File: src/rtl/com_to_in_if.sv
// com_to_in_if: oversampled serial receiver signal bundle.
interface com_to_in_if;
    logic       enable;
    logic       rx;
    logic [7:0] data;
    logic       isReady;
    logic       parityError;
    logic       frameError;
    logic       isBusy;

    modport master (
        output enable, rx,
        input  data, isReady, parityError, frameError, isBusy
    );

    modport slave (
        input  enable, rx,
        output data, isReady, parityError, frameError, isBusy
    );
endinterface

File: src/rtl/com_to_in.sv
// com_to_in: oversampled 8E1 serial receiver with parity and stop-bit checking.
module com_to_in #(
    parameter int OVERSAMPLE = 16
) (
    input logic        clk,
    input logic        reset_n,
    com_to_in_if.slave bus
);
    localparam int CW = $clog2(OVERSAMPLE);
    localparam logic [CW-1:0] ONE = CW'(1);
    localparam logic [CW-1:0] HALF_LAST = CW'(OVERSAMPLE / 2 - 1);
    localparam logic [CW-1:0] FULL_LAST = CW'(OVERSAMPLE - 1);

    typedef enum logic [2:0] {IDLE, START, DATA, PARITY, STOP, DONE} stateT;

    stateT         state, stateNext;
    logic          rxMeta, rxs;
    logic [CW-1:0] cnt, cntNext;
    logic [2:0]    idx, idxNext;
    logic [7:0]    shift, shiftNext;
    logic [7:0]    dataReg, dataNext;
    logic          parCand, parCandNext;
    logic          parErr, parErrNext;
    logic          frmErr, frmErrNext;
    logic          lastTick;

    always_ff @(posedge clk or negedge reset_n) begin
        if (!reset_n) begin
            rxMeta <= 1'b1;
            rxs    <= 1'b1;
        end else begin
            rxMeta <= bus.rx;
            rxs    <= rxMeta;
        end
    end

    always_ff @(posedge clk or negedge reset_n) begin
        if (!reset_n) begin
            state   <= IDLE;
            cnt     <= '0;
            idx     <= '0;
            shift   <= '0;
            dataReg <= '0;
            parCand <= 1'b0;
            parErr  <= 1'b0;
            frmErr  <= 1'b0;
        end else begin
            state   <= stateNext;
            cnt     <= cntNext;
            idx     <= idxNext;
            shift   <= shiftNext;
            dataReg <= dataNext;
            parCand <= parCandNext;
            parErr  <= parErrNext;
            frmErr  <= frmErrNext;
        end
    end

    assign lastTick = bus.enable && cnt == FULL_LAST;

    // Results are loaded on entry to DONE so they are already valid while isReady is high.
    always_comb begin
        stateNext   = state;
        cntNext     = cnt;
        idxNext     = idx;
        shiftNext   = shift;
        dataNext    = dataReg;
        parCandNext = parCand;
        parErrNext  = parErr;
        frmErrNext  = frmErr;
        case (state)
            IDLE: if (bus.enable && !rxs) begin
                stateNext = START;
                cntNext   = '0;
            end
            START: if (bus.enable) begin
                if (cnt == HALF_LAST) begin
                    cntNext   = '0;
                    idxNext   = '0;
                    stateNext = rxs ? IDLE : DATA;
                end else cntNext = cnt + ONE;
            end
            DATA: begin
                if (bus.enable) cntNext = cnt + ONE;
                if (lastTick) begin
                    shiftNext[idx] = rxs;
                    idxNext        = idx + 3'd1;
                    stateNext      = idx == 3'd7 ? PARITY : DATA;
                end
            end
            PARITY: begin
                if (bus.enable) cntNext = cnt + ONE;
                if (lastTick) begin
                    parCandNext = ^shift ^ rxs;
                    stateNext   = STOP;
                end
            end
            STOP: begin
                if (bus.enable) cntNext = cnt + ONE;
                if (lastTick) begin
                    dataNext   = shift;
                    parErrNext = parCand;
                    frmErrNext = !rxs;
                    stateNext  = DONE;
                end
            end
            DONE: begin
                cntNext   = '0;
                stateNext = IDLE;
            end
            default: stateNext = IDLE;
        endcase
    end

    assign bus.data        = dataReg;
    assign bus.parityError = parErr;
    assign bus.frameError  = frmErr;
    assign bus.isReady     = state == DONE;
    assign bus.isBusy      = state != IDLE;
endmodule

File: src/flat_wrapper.sv
// flat-port wrapper written by rule: the top's interface ports become plain ports
module com_to_in_flat 
#(
    parameter int OVERSAMPLE = 16
)
  (clk, reset_n, bus_enable, bus_rx, bus_data, bus_isReady, bus_parityError, bus_frameError, bus_isBusy);
  com_to_in_if bus_i ();
  input logic clk;
  input logic reset_n;
  input wire logic [$bits(bus_i.enable)-1:0] bus_enable;
  input wire logic [$bits(bus_i.rx)-1:0] bus_rx;
  output wire logic [$bits(bus_i.data)-1:0] bus_data;
  output wire logic [$bits(bus_i.isReady)-1:0] bus_isReady;
  output wire logic [$bits(bus_i.parityError)-1:0] bus_parityError;
  output wire logic [$bits(bus_i.frameError)-1:0] bus_frameError;
  output wire logic [$bits(bus_i.isBusy)-1:0] bus_isBusy;
  assign bus_i.enable = bus_enable;
  assign bus_i.rx = bus_rx;
  assign bus_data = bus_i.data;
  assign bus_isReady = bus_i.isReady;
  assign bus_parityError = bus_i.parityError;
  assign bus_frameError = bus_i.frameError;
  assign bus_isBusy = bus_i.isBusy;
  com_to_in #(.OVERSAMPLE(OVERSAMPLE)) u_core (.clk(clk), .reset_n(reset_n), .bus(bus_i));
endmodule
File: config.mk
export PLATFORM = sky130hd
export DESIGN_NAME = com_to_in_flat
export DESIGN_NICKNAME = d
export VERILOG_FILES = /design/src/rtl/com_to_in_if.sv /design/src/rtl/com_to_in.sv /design/src/flat_wrapper.sv
export SDC_FILE = /design/constraint.sdc
export NUM_CORES = 1
export LEC_CHECK = 0
export ABC_AREA = 1
export CORE_ASPECT_RATIO = 0.7
export CORE_UTILIZATION = 56
export CTS_BUF_LIST = sky130_fd_sc_hd__clkbuf_8 sky130_fd_sc_hd__clkbuf_16
export DETAILED_ROUTE_END_ITERATION = 12
export PLACE_DENSITY = 0.85
export SETUP_SLACK_MARGIN = 0.4
export SLEW_MARGIN = 5
export SYNTH_ARGS = -nofsm -noshare
export SYNTH_HDL_FRONTEND = slang
export SYNTH_SLANG_ARGS = --single-unit
export TNS_END_PERCENT = 20
File: constraint.sdc
create_clock -name clk -period 1.8 [get_ports clk]
set_input_delay 0.27 -clock clk [delete_from_list [all_inputs] [get_ports clk]]
set_output_delay 0.27 -clock clk [all_outputs]
set_load 0.005 [all_outputs]
==> results of run 1 <==
-- worst reg2reg max path: stages (launching register included) --
cell     delay [ps]
dfrtp_2         370
buf_4           160
inv_2            70
nor3_4          230
inv_2           130
nor2_8          190
nand3_1         130
nand2_1         100
o21ai_1          60
-- where the power goes --
group          switching [µW]  internal [µW]  leakage (µW)
Clock                     260            259     0.0000505
Combinational             653            386      0.000585
Sequential               82.2            775      0.000416
-- per-layer routing --
layer  wire, µm  vias to the layer above  share of wire [%]  track usage, %
li1           -                      747                  -               -
met1       1750                      774                 39           35.23
met2       2161                      106                 48           56.77
met3        364                       26                8.1           11.17
met4        213                        0                4.7           16.60
met5          0                        -                  0               0
-- metrics by stage --
step	std cells	hold WS [ps]
floorplan	207	-25.59
finish	279	359.3
detailed placement	256	353.1
CTS	277	361.0
global route	279	363.1
global placement	256	348.4
-- placed cells by master (no fill, tap or decap), drive strengths merged --
cell / n
nand2: 71
dfrtp: 29
o21ai: 29
inv: 28
nand3: 24
buf: 18
clkdlybuf4s50: 13
nor2: 10
clkbuf: 5
nand4: 4
nor3: 3
ha: 3
clkinv: 2
dfstp: 2
xor2: 1
and3: 1
xnor2: 1
a21oi: 1
-- Yosys cell counts (all sizes together) --
cell type / instances / area share (%)
a21oi: 1 / 0.31
and3: 1 / 0.38
buf: 1 / 0.69
clkinv: 1 / 0.23
dfrtp: 29 / 44
dfstp: 2 / 3.2
ha: 3 / 2.3
inv: 26 / 6.0
nand2: 71 / 17
nand3: 24 / 8.4
nand4: 4 / 2.5
nor2: 10 / 3.3
nor3: 3 / 1.6
o21ai: 29 / 8.9
xnor2: 1 / 0.54
xor2: 1 / 0.54
-- how the worst min path moves through the flow --
stage / endpoint / slack, ps / cells past startpoint / from
after CTS: u_core.rxs$_DFF_PN1_ / 360 / 0 / u_core.rxMeta$_DFF_PN1_
after detailed placement: u_core.rxs$_DFF_PN1_ / 350 / 0 / u_core.rxMeta$_DFF_PN1_
after global routing: u_core.rxs$_DFF_PN1_ / 360 / 0 / u_core.rxMeta$_DFF_PN1_
after global placement: u_core.rxs$_DFF_PN1_ / 350 / 0 / u_core.rxMeta$_DFF_PN1_
final: u_core.state[1]$_DFFE_PN0P_ / 360 / 2 / reset_n
after floorplan: u_core.bus.data[0]$_DFFE_PN0P_ / -30 / 0 / reset_n
-- cell type report --
class	count	area [µm²]	area share (%)
multi-input combinational	148	798.3	38.41
inverter	27	102.6	4.937
sequential	31	782.0	37.63
tap	34	42.54	2.047
clock buffer	5	68.82	3.311
clock inverter	3	12.51	0.6020
timing repair buffer	31	271.5	13.06
-- cells by family (layout without fill, tap and decap cells) --
logic type      after synthesis  count (layout)
compound gates               30              30
xor+xnor                      2               2
simple gates                113             113
flops                        31              31
fa+ha+maj                     3               3
buf+inv                      28              66
-- timing repair --
action                     in CTS  in global routing
setup endpoints to repair      39                 41
pin swaps                       4                  5
cloned                          0                  0
setup buffers                  13                  2
hold buffers                    0                  0
resized for setup              27                  2
-- flip-flops by register name, indices dropped and copies added, names as in the netlist --
signal,flops
u_core.shift,8
u_core.rxs,1
u_core.idx,3
u_core.state,3
u_core.bus.data,8
u_core.cnt,4
u_core.rxMeta,1
u_core.bus.frameError,1
u_core.parCand,1
u_core.bus.parityError,1
==> impl_results.html, run 1 <==
<table>
<tr><th>Metric</th><th>Value</th></tr>
<tr><th colspan="2">Global route</th></tr>
<tr><td>Global-route usage over all layers</td><td>32.06%</td></tr>
<tr><td>Global-route congestion overflow total</td><td>0</td></tr>
<tr><td>Largest net degree at the start of global routing</td><td>32</td></tr>
<tr><td>Number of antenna violations at the first check in global routing</td><td>0</td></tr>
<tr><td>Number of global-route vias before repair</td><td>1494</td></tr>
<tr><td>Global-route wire length before repair</td><td>6.906 mm</td></tr>
<tr><th colspan="2">STA</th></tr>
<tr><td>Share of the clock period used by the worst path after layout</td><td>86.65%</td></tr>
<tr><td>Clock tree skew after final layout</td><td>6.796 ps</td></tr>
<tr><td>Final count of pins violating max slew</td><td>0</td></tr>
<tr><td>Final Hold Vio Count</td><td>0</td></tr>
<tr><td>Max frequency</td><td>641.1 MHz</td></tr>
<tr><td>Total of endpoints with negative setup slack in the final report</td><td>0</td></tr>
<tr><td>Max-Slew Margin vs Limit</td><td>74.06%</td></tr>
<tr><td>Total Neg Setup Slack</td><td>0 ps</td></tr>
<tr><td>Setup ws final</td><td>about 240 ps</td></tr>
<tr><td>Worst Max-Slew Pin Slew</td><td>389.1 ps</td></tr>
<tr><td>Time the final worst path needs with I/O delays and setup</td><td>1560 ps</td></tr>
<tr><td>RSZ-0062 raised after global routing</td><td>true</td></tr>
<tr><th colspan="2">CTS</th></tr>
<tr><td>Clock latency on the worst-skew pair</td><td>290 ps</td></tr>
<tr><td>Buffer cell driving the clock tree root</td><td>clkbuf_8</td></tr>
<tr><td>Count of H-tree levels built during CTS</td><td>2</td></tr>
<tr><td>Max clock buf depth</td><td>2</td></tr>
<tr><td>Number of clock sinks seen by CTS</td><td>31</td></tr>
<tr><td>Clock buffers created by TritonCTS</td><td>5</td></tr>
<tr><td>TritonCTS clock tree</td><td>built</td></tr>
<tr><td>Clock transition at the registers of the reported paths</td><td>approximately 60 ps</td></tr>
<tr><th colspan="2">Min path</th></tr>
<tr><td>Type of the worst min-delay path</td><td>in -&gt; async</td></tr>
<tr><th colspan="2">Synthesis</th></tr>
<tr><td>Number of nets produced by synthesis</td><td>214</td></tr>
<tr><td>Number of distinct library cells after synthesis</td><td>24</td></tr>
<tr><td>Main combinational cell family by area after synthesis</td><td>simple AND/OR/NAND/NOR gates</td></tr>
<tr><td>Number of synthesis warnings</td><td>0</td></tr>
<tr><td>Xor/xnor share of the synthesized area</td><td>1.072%</td></tr>
<tr><td>Share of the synthesized area in compound gates (AO/OA/AOI/OAI)</td><td>9.188%</td></tr>
<tr><td>Synth Area in Simple Gates</td><td>32.92%</td></tr>
<tr><td>Sequential share of the synthesized area</td><td>approximately 48%</td></tr>
<tr><td>Post-Synthesis Cell Area</td><td>1634 µm²</td></tr>
<tr><td>Post-synthesis adder-cell area fraction</td><td>between 2 and 2.5%</td></tr>
<tr><td>Average footprint of a synthesized cell</td><td>7.894 µm²</td></tr>
<tr><td>Mux contribution to synthesized area</td><td>0%</td></tr>
<tr><td>Number of storage elements in the synthesis netlist</td><td>31</td></tr>
<tr><td>Synthesized instance count</td><td>207</td></tr>
<tr><th colspan="2">Run status</th></tr>
<tr><td>Status</td><td>completed</td></tr>
<tr><th colspan="2">Critical path</th></tr>
<tr><td>Origin of the critical flop-to-flop path</td><td>u_core.state[1]$_DFFE_PN0P_</td></tr>
<tr><td>Worst reg2reg setup slack</td><td>~240 ps</td></tr>
<tr><td>Destination of the worst register-to-register timing path</td><td>u_core.shift[6]$_DFFE_PN0P_</td></tr>
<tr><td>Endpoint type of the worst setup path</td><td>flop</td></tr>
<tr><td>Largest delay contributor family on the critical path</td><td>simple AND/OR/NAND/NOR gates</td></tr>
<tr><td>Launching element type of the critical path</td><td>flop</td></tr>
<tr><td>Endpoint of the worst setup timing path</td><td>u_core.shift[6]$_DFFE_PN0P_</td></tr>
<tr><td>Critical Path Max Stage Delay</td><td>370 ps</td></tr>
<tr><td>List of cells traversed by the critical path</td><td>buf_4 -&gt; inv_2 -&gt; nor3_4 -&gt; inv_2 -&gt; nor2_8 -&gt; nand3_1 -&gt; nand2_1 -&gt; o21ai_1</td></tr>
<tr><td>Critical path's most frequent cell</td><td>inv_2</td></tr>
<tr><td>Data required time at the worst endpoint</td><td>1970 ps</td></tr>
<tr><td>Crit. path cell count</td><td>8</td></tr>
<tr><td>Max FO, Critical Path</td><td>8</td></tr>
<tr><td>Bufs and invs on worst path</td><td>3</td></tr>
<tr><td>Data arrival at the endpoint of the critical path</td><td>1730 ps</td></tr>
<tr><td>Path type of the worst setup path</td><td>reg -&gt; reg</td></tr>
<tr><td>CP max-delay cell</td><td>dfrtp_2</td></tr>
<tr><td>Launching element of the worst setup path</td><td>u_core.state[1]$_DFFE_PN0P_</td></tr>
<tr><td>Worst Reg2Reg Path Length in Cells</td><td>8</td></tr>
<tr><th colspan="2">Floorplanning</th></tr>
<tr><td>Overall die width</td><td>66.57 µm</td></tr>
<tr><td>Area of the core region</td><td>2609 µm²</td></tr>
<tr><td>Number of cell rows</td><td>15</td></tr>
<tr><td>Overall die area</td><td>3142 µm²</td></tr>
<tr><td>Initial core utilization</td><td>between 60 and 70%</td></tr>
<tr><td>Number of primary I/O pins</td><td>16</td></tr>
<tr><td>DIE HEIGHT</td><td>roughly 47 µm</td></tr>
<tr><th colspan="2">Cells and area</th></tr>
<tr><td>Fill cell instance count of the final layout</td><td>145</td></tr>
<tr><td>Final instance area</td><td>2078 µm²</td></tr>
<tr><td>Layout net count</td><td>~250</td></tr>
<tr><td>Final core occ</td><td>79.66%</td></tr>
<tr><td>Fraction of layout instances using a drive strength above 1</td><td>22.86%</td></tr>
<tr><td>Area Growth Syn to Fin</td><td>27.18%</td></tr>
<tr><td>Ant diodes</td><td>0</td></tr>
<tr><th colspan="2">Drt</th></tr>
<tr><td>Wire length after detailed routing</td><td>4.491 mm</td></tr>
<tr><td>Detailed-routing iteration count for the pre-antenna-repair pass</td><td>6</td></tr>
<tr><td>Mean routed wirelength per cell</td><td>16.10 µm</td></tr>
<tr><td>Initial DRC Count</td><td>162</td></tr>
<tr><td>DRC violation count after routing</td><td>0</td></tr>
<tr><td>Via/cell ratio</td><td>roughly 6</td></tr>
<tr><td>Post-route ant nets</td><td>0</td></tr>
<tr><td>DR vias</td><td>1653</td></tr>
<tr><th colspan="2">Power and ir drop</th></tr>
<tr><td>Worst vdd ir</td><td>just under 1 mV</td></tr>
<tr><td>Static Leak</td><td>0.001052 µW</td></tr>
<tr><td>Sum of internal, switching and leakage power</td><td>2415 µW</td></tr>
<tr><td>PwrDens</td><td>1162 nW/µm²</td></tr>
<tr><th colspan="2">Placement</th></tr>
<tr><td>Number of buffer cells added on primary ports</td><td>15</td></tr>
<tr><td>Post-Place Worst Slack</td><td>approximately 110 ps</td></tr>
<tr><td>Cell area reported after detailed placement</td><td>1824 µm²</td></tr>
<tr><td>Global placer's final weighted congestion</td><td>0.8178</td></tr>
<tr><td>Final HPWL DP</td><td>2.746 mm</td></tr>
<tr><th colspan="2">Flow run</th></tr>
<tr><td>Max Cap Violations</td><td>0</td></tr>
</table>
Power figures use the tool's default switching activity.
==> run 2, diff against run 1 <==
Settings changed: CORE_MARGIN from default to 2.
==> run 2 against run 1 <==
Effect of this change: fmax decreased by 2.9%; clock power increased by 4.4%; via count increased by 0.73%; register-to-register slack got worse by 50 ps; sequential share of layout area decreased by 2.0 points; global-route usage decreased by 4.1 points; hold slack got worse by 2.7 ps; sequential cell count unchanged; total power increased by 13%; first-iteration DRC count increased by 38%; sequential power increased by 2%; non-clock buffer count increased by 4; critical endpoint is now u_core.shift[3]$_DFFE_PN0P_; highest routed layer unchanged.
==> impl_results.html, run 2 (synthesis gave the netlist of run 1 again) <==
<table>
<tr><th>Metric</th><th>Value</th></tr>
<tr><th colspan="2">Power and ir drop</th></tr>
<tr><td>Worst vdd ir</td><td>0.9852 mV (was 0.9678 mV)</td></tr>
<tr><td>Static Leak</td><td>0.001068 µW (was 0.001052 µW)</td></tr>
<tr><td>PwrDens</td><td>1240 nW/µm² (was 1162 nW/µm²)</td></tr>
<tr><td>Switching portion of total power</td><td>41.62% (was 41.20%)</td></tr>
<tr><td>Combinational Power Share</td><td>47.9% (was 43.0%)</td></tr>
<tr><td>Share of total power in the clock network</td><td>19.9% (was 21.5%)</td></tr>
<tr><td>NetSw</td><td>1133 µW (was 995.0 µW)</td></tr>
<tr><td>Int Pwr</td><td>1589 µW (was 1420 µW)</td></tr>
<tr><td>Reg power frac</td><td>32.2% (was 35.5%)</td></tr>
<tr><th colspan="2">STA</th></tr>
<tr><td>Final Hold Vio Count</td><td>0 (unchanged)</td></tr>
<tr><td>Share of the clock period used by the worst path after layout</td><td>89.25% (was 86.65%)</td></tr>
<tr><td>Worst Max-Slew Pin Slew</td><td>402.5 ps (was 389.1 ps)</td></tr>
<tr><td>Clock tree skew after final layout</td><td>9.066 ps (was 6.796 ps)</td></tr>
<tr><td>Time the final worst path needs with I/O delays and setup</td><td>1607 ps (was 1560 ps)</td></tr>
<tr><td>Total of endpoints with negative setup slack in the final report</td><td>0 (unchanged)</td></tr>
<tr><td>Max frequency</td><td>622.5 MHz (was 641.1 MHz)</td></tr>
<tr><td>Total Neg Setup Slack</td><td>0 ps (unchanged)</td></tr>
<tr><td>Setup ws final</td><td>193.5 ps (was 240.3 ps)</td></tr>
<tr><td>Final count of pins violating max slew</td><td>0 (unchanged)</td></tr>
<tr><td>RSZ-0062 raised after global routing</td><td>true (unchanged)</td></tr>
<tr><td>Max-Slew Margin vs Limit</td><td>73.16% (was 74.06%)</td></tr>
<tr><th colspan="2">Placement</th></tr>
<tr><td>Cell area reported after detailed placement</td><td>1827 µm² (was 1824 µm²)</td></tr>
<tr><td>Number of buffer cells added on primary ports</td><td>15 (unchanged)</td></tr>
<tr><td>Final HPWL DP</td><td>2.457 mm (was 2.746 mm)</td></tr>
<tr><td>Global placer's final weighted congestion</td><td>0.8138 (was 0.8178)</td></tr>
<tr><td>Post-Place Worst Slack</td><td>116.2 ps (was 109.1 ps)</td></tr>
<tr><th colspan="2">Cells and area</th></tr>
<tr><td>Layout net count</td><td>255 (was 251)</td></tr>
<tr><td>Ant diodes</td><td>0 (unchanged)</td></tr>
<tr><td>Area used by sequential logic in the layout</td><td>782.0 µm² (unchanged)</td></tr>
<tr><td>Fill cell instance count of the final layout</td><td>174 (was 145)</td></tr>
<tr><td>Area used by multi-input combinational logic</td><td>863.3 µm² (was 798.3 µm²)</td></tr>
<tr><td>Fraction of layout instances using a drive strength above 1</td><td>27.31% (was 22.86%)</td></tr>
<tr><td>Most used cells in the layout excluding fill and tap cells</td><td>nand2_1, dfrtp_1, inv_1 (unchanged)</td></tr>
<tr><td>Final core occ</td><td>78.91% (was 79.66%)</td></tr>
<tr><td>Final instance area</td><td>2196 µm² (was 2078 µm²)</td></tr>
<tr><td>Area Growth Syn to Fin</td><td>34.38% (was 27.18%)</td></tr>
<tr><td>Leading cell type in the layout, fill and taps excluded</td><td>nand2_1 (unchanged)</td></tr>
<tr><th colspan="2">Critical path</th></tr>
<tr><td>Worst reg2reg setup slack</td><td>190 ps (was 240 ps)</td></tr>
<tr><td>Launching element type of the critical path</td><td>flop (unchanged)</td></tr>
<tr><td>Critical Path Max Stage Delay</td><td>440 ps (was 370 ps)</td></tr>
<tr><td>Endpoint type of the worst setup path</td><td>flop (unchanged)</td></tr>
<tr><td>List of cells traversed by the critical path</td><td>buf_4 -&gt; inv_4 -&gt; nor3_4 -&gt; inv_2 -&gt; nor2_8 -&gt; nand3_1 -&gt; nand2_1 -&gt; o21ai_1 (was buf_4 -&gt; inv_2 -&gt; nor3_4 -&gt; inv_2 -&gt; nor2_8 -&gt; nand3_1 -&gt; nand2_1 -&gt; o21ai_1)</td></tr>
<tr><td>Data required time at the worst endpoint</td><td>1960 ps (was 1970 ps)</td></tr>
<tr><td>Path type of the worst setup path</td><td>reg -&gt; reg (unchanged)</td></tr>
<tr><td>Bufs and invs on worst path</td><td>3 (unchanged)</td></tr>
<tr><td>CP max-delay cell</td><td>dfrtp_2 (unchanged)</td></tr>
<tr><td>Max FO, Critical Path</td><td>8 (unchanged)</td></tr>
<tr><td>Data arrival at the endpoint of the critical path</td><td>1760 ps (was 1730 ps)</td></tr>
<tr><td>Largest delay contributor family on the critical path</td><td>simple AND/OR/NAND/NOR gates (unchanged)</td></tr>
<tr><th colspan="2">CTS</th></tr>
<tr><td>Clock latency on the worst-skew pair</td><td>290 ps (about the same)</td></tr>
<tr><td>Clock transition at the registers of the reported paths</td><td>70 ps (was 60 ps)</td></tr>
<tr><td>Number of clock sinks seen by CTS</td><td>31 (unchanged)</td></tr>
<tr><td>TritonCTS clock tree</td><td>built (unchanged)</td></tr>
<tr><td>Buffer cell driving the clock tree root</td><td>clkbuf_8 (unchanged)</td></tr>
<tr><td>Clock buffers created by TritonCTS</td><td>5 (unchanged)</td></tr>
<tr><td>CTS Hold Bufs</td><td>0 (unchanged)</td></tr>
<tr><td>Count of H-tree levels built during CTS</td><td>2 (unchanged)</td></tr>
<tr><td>Max clock buf depth</td><td>2 (unchanged)</td></tr>
<tr><th colspan="2">Global route</th></tr>
<tr><td>Global-route congestion overflow total</td><td>0 (unchanged)</td></tr>
<tr><td>Global-route wire length before repair</td><td>6.755 mm (was 6.906 mm)</td></tr>
<tr><td>Number of global-route vias before repair</td><td>1466 (was 1494)</td></tr>
<tr><td>Number of antenna violations at the first check in global routing</td><td>0 (unchanged)</td></tr>
<tr><td>Largest net degree at the start of global routing</td><td>32 (unchanged)</td></tr>
<tr><td>Global-route usage over all layers</td><td>27.92% (was 32.06%)</td></tr>
<tr><th colspan="2">Run status</th></tr>
<tr><td>Status</td><td>completed (unchanged)</td></tr>
<tr><th colspan="2">Drt</th></tr>
<tr><td>Wire length after detailed routing</td><td>4.570 mm (was 4.491 mm)</td></tr>
<tr><td>DR vias</td><td>1665 (was 1653)</td></tr>
<tr><td>Mean routed wirelength per cell</td><td>16.04 µm (was 16.10 µm)</td></tr>
<tr><td>Initial DRC Count</td><td>223 (was 162)</td></tr>
<tr><td>DRC violation count after routing</td><td>0 (unchanged)</td></tr>
<tr><td>Detailed-routing iteration count for the pre-antenna-repair pass</td><td>7 (was 6)</td></tr>
<tr><td>Via/cell ratio</td><td>5.842 (was 5.925)</td></tr>
<tr><td>Post-route ant nets</td><td>0 (unchanged)</td></tr>
<tr><th colspan="2">Floorplanning</th></tr>
<tr><td>Number of cell rows</td><td>16 (was 15)</td></tr>
<tr><td>Overall die width</td><td>68.57 µm (was 66.57 µm)</td></tr>
<tr><td>Overall die area</td><td>3373 µm² (was 3142 µm²)</td></tr>
<tr><td>DIE HEIGHT</td><td>49.20 µm (was 47.20 µm)</td></tr>
<tr><td>Area of the core region</td><td>2783 µm² (was 2609 µm²)</td></tr>
<tr><td>Number of primary I/O pins</td><td>16 (unchanged)</td></tr>
<tr><td>Initial core utilization</td><td>58.72% (was 62.64%)</td></tr>
<tr><th colspan="2">Flow run</th></tr>
<tr><td>Max Cap Violations</td><td>0 (unchanged)</td></tr>
<tr><th colspan="2">Min path</th></tr>
<tr><td>Type of the worst min-delay path</td><td>reg -&gt; reg (was in -&gt; async)</td></tr>
</table>
## run 2: cell count changes in the layout (fill, tap and decap cells not counted), sizes merged
| cell | previous run | this run |
|---|---|---|
| clkinv | 2 | 4 |
| clkdlybuf4s15 | 0 | 1 |
| buf | 18 | 21 |
| inv | 28 | 26 |
## run 2: worst register-to-register path: cells and delay by family, from the launching register on
| family | cells | cell delay, ps |
|---|---|---|
| DFF | 1 | 440 |
| buffers and inverters | 3 | 340 |
| AOI/OAI and AO/OA | 1 | 70 |
| and+or+nand+nor | 4 | 620 |
## run 2: repair_timing
action / CTS / global route
pin swaps: 4 / 4
cloned: 0 / 0
buffers inserted: 15 / 4
gates resized for setup: 28 / 19
setup endpoints to repair: 36 / 40
## run 2: layout make-up
| class | instances | area share [%] |
|---|---|---|
| clock buffer | 5 | 3.134 |
| clock inverter | 3 | 0.6838 |
| inverter | 27 | 5.071 |
| multi-input combinational | 148 | 39.32 |
| sequential | 31 | 35.61 |
| tap | 36 | 2.051 |
| timing repair buffer | 35 | 14.13 |
## run 2: worst paths after layout
| kind | end | cells after the start | start |
|---|---|---|---|
| max reg2reg | u_core.shift[3]$_DFFE_PN0P_ | 8 | u_core.state[1]$_DFFE_PN0P_ |
| min in group asynchronous | u_core.state[1]$_DFFE_PN0P_ | 2 | reset_n |
| max | u_core.shift[3]$_DFFE_PN0P_ | 8 | u_core.state[1]$_DFFE_PN0P_ |
| max in group asynchronous | u_core.rxs$_DFF_PN1_ | 2 | reset_n |
| min | u_core.rxs$_DFF_PN1_ | 0 | u_core.rxMeta$_DFF_PN1_ |
| min reg2reg | u_core.rxs$_DFF_PN1_ | 0 | u_core.rxMeta$_DFF_PN1_ |
## run 2: routing by layer
metal	part of all wire [%]	GRT usage [%]
met3	8.1	7.852
met2	47	40.87
met4	5.1	16.00
met5	0	0
met1	40	36.60
## run 2: metrics by stage
stage | total power [µW] | hold slack [ps] | std cells
5_1_grt | 2875 | 363.4 | 285
6_report | 2722 | 356.5 | 285
2_1_floorplan | 1395 | -25.59 | 207
4_1_cts | 2471 | 358.4 | 281
3_5_place_dp | 1611 | 349.4 | 258
3_3_place_gp | 1571 | 345.9 | 258
## run 2: power groups by stage
stage	registers [µW]	logic, µW	clock network, µW
2_1_floorplan	864	531	0
3_3_place_gp	886	686	0
3_5_place_dp	889	722	0
4_1_cts	849	1080	539
5_1_grt	884	1410	581
6_report	877	1300	542
==> run 3, diff against run 2 <==
Settings changed: CORE_MARGIN 2 to default, RECOVER_POWER from default to 25.
==> run 3 against run 2 <==
Effect of this change: sequential power down 2.5%; critical path depth unchanged; sequential share of layout area up 2.1 points; utilization up 0.66 points; total power down 12%; clock skew down 2.1 ps; setup slack better by 56 ps; cell count down 2.1%; largest cell class unchanged.
==> impl_results.html, run 3 (synthesis gave the netlist of run 1 again) <==
<table>
<tr><th>Metric</th><th>Value</th></tr>
<tr><th colspan="2">Global route</th></tr>
<tr><td>Global-route usage over all layers</td><td>32.06% (was 27.92%)</td></tr>
<tr><td>Global-route wire length before repair</td><td>6.906 mm (was 6.755 mm)</td></tr>
<tr><td>Global-route congestion overflow total</td><td>0 (unchanged)</td></tr>
<tr><td>Number of global-route vias before repair</td><td>1494 (was 1466)</td></tr>
<tr><td>Number of antenna violations at the first check in global routing</td><td>0 (unchanged)</td></tr>
<tr><td>Largest net degree at the start of global routing</td><td>32 (unchanged)</td></tr>
<tr><th colspan="2">Power and ir drop</th></tr>
<tr><td>Share of total power in the clock network</td><td>21.5% (was 19.9%)</td></tr>
<tr><td>PwrDens</td><td>1160 nW/µm² (was 1240 nW/µm²)</td></tr>
<tr><td>Switching portion of total power</td><td>41.07% (was 41.62%)</td></tr>
<tr><td>Int Pwr</td><td>1419 µW (was 1589 µW)</td></tr>
<tr><td>Worst vdd ir</td><td>0.9606 mV (was 0.9852 mV)</td></tr>
<tr><td>Static Leak</td><td>0.001052 µW (was 0.001068 µW)</td></tr>
<tr><td>Combinational Power Share</td><td>43.0% (was 47.9%)</td></tr>
<tr><td>Reg power frac</td><td>35.5% (was 32.2%)</td></tr>
<tr><td>NetSw</td><td>988.6 µW (was 1133 µW)</td></tr>
<tr><th colspan="2">Run status</th></tr>
<tr><td>Status</td><td>completed (unchanged)</td></tr>
<tr><th colspan="2">STA</th></tr>
<tr><td>Final count of pins violating max slew</td><td>0 (unchanged)</td></tr>
<tr><td>RSZ-0062 raised after global routing</td><td>true (unchanged)</td></tr>
<tr><td>Final Hold Vio Count</td><td>0 (unchanged)</td></tr>
<tr><td>Max-Slew Margin vs Limit</td><td>49.74% (was 73.16%)</td></tr>
<tr><td>Total Neg Setup Slack</td><td>0 ps (unchanged)</td></tr>
<tr><td>Share of the clock period used by the worst path after layout</td><td>86.15% (was 89.25%)</td></tr>
<tr><td>Clock tree skew after final layout</td><td>6.922 ps (was 9.066 ps)</td></tr>
<tr><td>Max frequency</td><td>644.9 MHz (was 622.5 MHz)</td></tr>
<tr><td>Worst Max-Slew Pin Slew</td><td>754.0 ps (was 402.5 ps)</td></tr>
<tr><td>Total of endpoints with negative setup slack in the final report</td><td>0 (unchanged)</td></tr>
<tr><td>Time the final worst path needs with I/O delays and setup</td><td>1551 ps (was 1607 ps)</td></tr>
<tr><td>Post-Route Hold Slack</td><td>359.2 ps (was 356.5 ps)</td></tr>
<tr><th colspan="2">Critical path</th></tr>
<tr><td>Max FO, Critical Path</td><td>8 (unchanged)</td></tr>
<tr><td>Data required time at the worst endpoint</td><td>1970 ps (was 1960 ps)</td></tr>
<tr><td>Launching element type of the critical path</td><td>flop (unchanged)</td></tr>
<tr><td>Worst reg2reg setup slack</td><td>250 ps (was 190 ps)</td></tr>
<tr><td>Endpoint type of the worst setup path</td><td>flop (unchanged)</td></tr>
<tr><td>Path type of the worst setup path</td><td>reg -&gt; reg (unchanged)</td></tr>
<tr><td>Data arrival at the endpoint of the critical path</td><td>1720 ps (was 1760 ps)</td></tr>
<tr><th colspan="2">Cells and area</th></tr>
<tr><td>Leading cell type in the layout, fill and taps excluded</td><td>nand2_1 (unchanged)</td></tr>
<tr><td>Area Growth Syn to Fin</td><td>27.03% (was 34.38%)</td></tr>
<tr><td>Fraction of layout instances using a drive strength above 1</td><td>22.86% (was 27.31%)</td></tr>
<tr><td>Final cell count without fillers</td><td>279 (was 285)</td></tr>
<tr><td>Layout net count</td><td>251 (was 255)</td></tr>
<tr><td>Most used cells in the layout excluding fill and tap cells</td><td>nand2_1, dfrtp_1, inv_1 (unchanged)</td></tr>
<tr><td>Ant diodes</td><td>0 (unchanged)</td></tr>
<tr><th colspan="2">CTS</th></tr>
<tr><td>CTS Hold Bufs</td><td>0 (unchanged)</td></tr>
<tr><td>Clock buffers created by TritonCTS</td><td>5 (unchanged)</td></tr>
<tr><td>Clock transition at the registers of the reported paths</td><td>70 ps (about the same)</td></tr>
<tr><td>Number of clock sinks seen by CTS</td><td>31 (unchanged)</td></tr>
<tr><td>Buffer cell driving the clock tree root</td><td>clkbuf_8 (unchanged)</td></tr>
<tr><td>Clock latency on the worst-skew pair</td><td>290 ps (about the same)</td></tr>
<tr><td>Count of H-tree levels built during CTS</td><td>2 (unchanged)</td></tr>
<tr><td>TritonCTS clock tree</td><td>built (unchanged)</td></tr>
<tr><td>Max clock buf depth</td><td>2 (unchanged)</td></tr>
<tr><th colspan="2">Floorplanning</th></tr>
<tr><td>Number of cell rows</td><td>15 (was 16)</td></tr>
<tr><td>Area of the core region</td><td>2609 µm² (was 2783 µm²)</td></tr>
<tr><td>Number of primary I/O pins</td><td>16 (unchanged)</td></tr>
<tr><td>Overall die area</td><td>3142 µm² (was 3373 µm²)</td></tr>
<tr><td>DIE HEIGHT</td><td>47.20 µm (was 49.20 µm)</td></tr>
<tr><td>Initial core utilization</td><td>62.64% (was 58.72%)</td></tr>
<tr><td>Overall die width</td><td>66.57 µm (was 68.57 µm)</td></tr>
<tr><th colspan="2">Drt</th></tr>
<tr><td>DRC violation count after routing</td><td>0 (unchanged)</td></tr>
<tr><td>Detailed-routing iteration count for the pre-antenna-repair pass</td><td>5 (was 7)</td></tr>
<tr><td>DR vias</td><td>1646 (was 1665)</td></tr>
<tr><td>Initial DRC Count</td><td>162 (was 223)</td></tr>
<tr><td>Post-route ant nets</td><td>0 (unchanged)</td></tr>
<tr><td>Mean routed wirelength per cell</td><td>15.96 µm (was 16.04 µm)</td></tr>
<tr><td>Via/cell ratio</td><td>5.900 (was 5.842)</td></tr>
<tr><td>Wire length after detailed routing</td><td>4.454 mm (was 4.570 mm)</td></tr>
<tr><th colspan="2">Placement</th></tr>
<tr><td>Number of placed instances, taps included</td><td>256 (was 258)</td></tr>
<tr><td>Number of buffer cells added on primary ports</td><td>15 (unchanged)</td></tr>
<tr><td>Final HPWL DP</td><td>2.746 mm (was 2.457 mm)</td></tr>
<tr><td>Global placer's final weighted congestion</td><td>0.8178 (was 0.8138)</td></tr>
<tr><th colspan="2">Flow run</th></tr>
<tr><td>Max Cap Violations</td><td>0 (unchanged)</td></tr>
<tr><th colspan="2">Min path</th></tr>
<tr><td>Type of the worst min-delay path</td><td>reg -&gt; reg (unchanged)</td></tr>
</table>
-- run 3: cell types whose count changed in the layout (fill, tap and decap cells not counted), sizes merged --
cell | previous run | this run
inv | 26 | 28
dlygate4sd3 | 0 | 2
buf | 21 | 17
clkdlybuf4s50 | 13 | 11
clkdlybuf4s15 | 1 | 0
clkinv | 4 | 2
clkbuf | 5 | 6
-- run 3: power by group through the flow --
stage	logic (µW)	registers, µW	clock network (µW)
floorplan	531	864	0
global placement	670	880	0
detailed placement	716	891	0
CTS	930	850	518
global route	1110	859	558
finish	1030	855	518
-- run 3: critical path, cell delays in order, from the launching register on --
cell,delay [ps]
dfrtp_2,370
buf_4,160
inv_2,70
nor3_4,230
inv_2,130
nor2_8,190
nand3_2,110
nand2_1,90
o21ai_1,70
-- run 3: worst paths after layout --
kind / start / endpoint / depth (start not counted)
max in group asynchronous: reset_n / u_core.state[2]$_DFFE_PN0P_ / 2
setup / recovery: u_core.state[1]$_DFFE_PN0P_ / u_core.shift[7]$_DFFE_PN0P_ / 8
hold / removal: u_core.rxMeta$_DFF_PN1_ / u_core.rxs$_DFF_PN1_ / 0
min in group asynchronous: reset_n / u_core.state[1]$_DFFE_PN0P_ / 2
setup reg to reg: u_core.state[1]$_DFFE_PN0P_ / u_core.shift[7]$_DFFE_PN0P_ / 8
hold reg to reg: u_core.rxMeta$_DFF_PN1_ / u_core.rxs$_DFF_PN1_ / 0
-- run 3: per-stage QoR --
| stage | worst slack, ps | util (%) | instance area [µm²] | total power [µW] |
|---|---|---|---|---|
| global placement | 188.8 | 69.93 | 1824 | 1551 |
| finish | 249.3 | 79.57 | 2076 | 2407 |
| global route | 203.2 | 79.57 | 2076 | 2531 |
| floorplan | 443.9 | - | 1635 | 1395 |
| CTS | 345.4 | 78.80 | 2056 | 2299 |
| detailed placement | 109.1 | 69.93 | 1824 | 1607 |
-- run 3: what timing repair did --
action,in CTS,in global routing
resized for setup,27,2
setup buffers,13,2
pin swaps,4,5
setup endpoints to repair,39,41
-- run 3: area by class of cell --
type | count | area [µm²]
multi-input cells | 148 | 798.3
flip-flops and latches | 31 | 782.0
fillers | 146 | 533.0
repair buffers | 31 | 269.0
inverters | 27 | 102.6
clock buffers | 5 | 68.82
well taps | 34 | 42.54
clock inverters | 3 | 12.51
-- run 3: layer usage --
metal / track usage, % / wire length (µm)
met1: 35.23 / 1706
met2: 56.77 / 2136
met3: 11.17 / 396
met4: 16.60 / 215
met5: 0 / 0
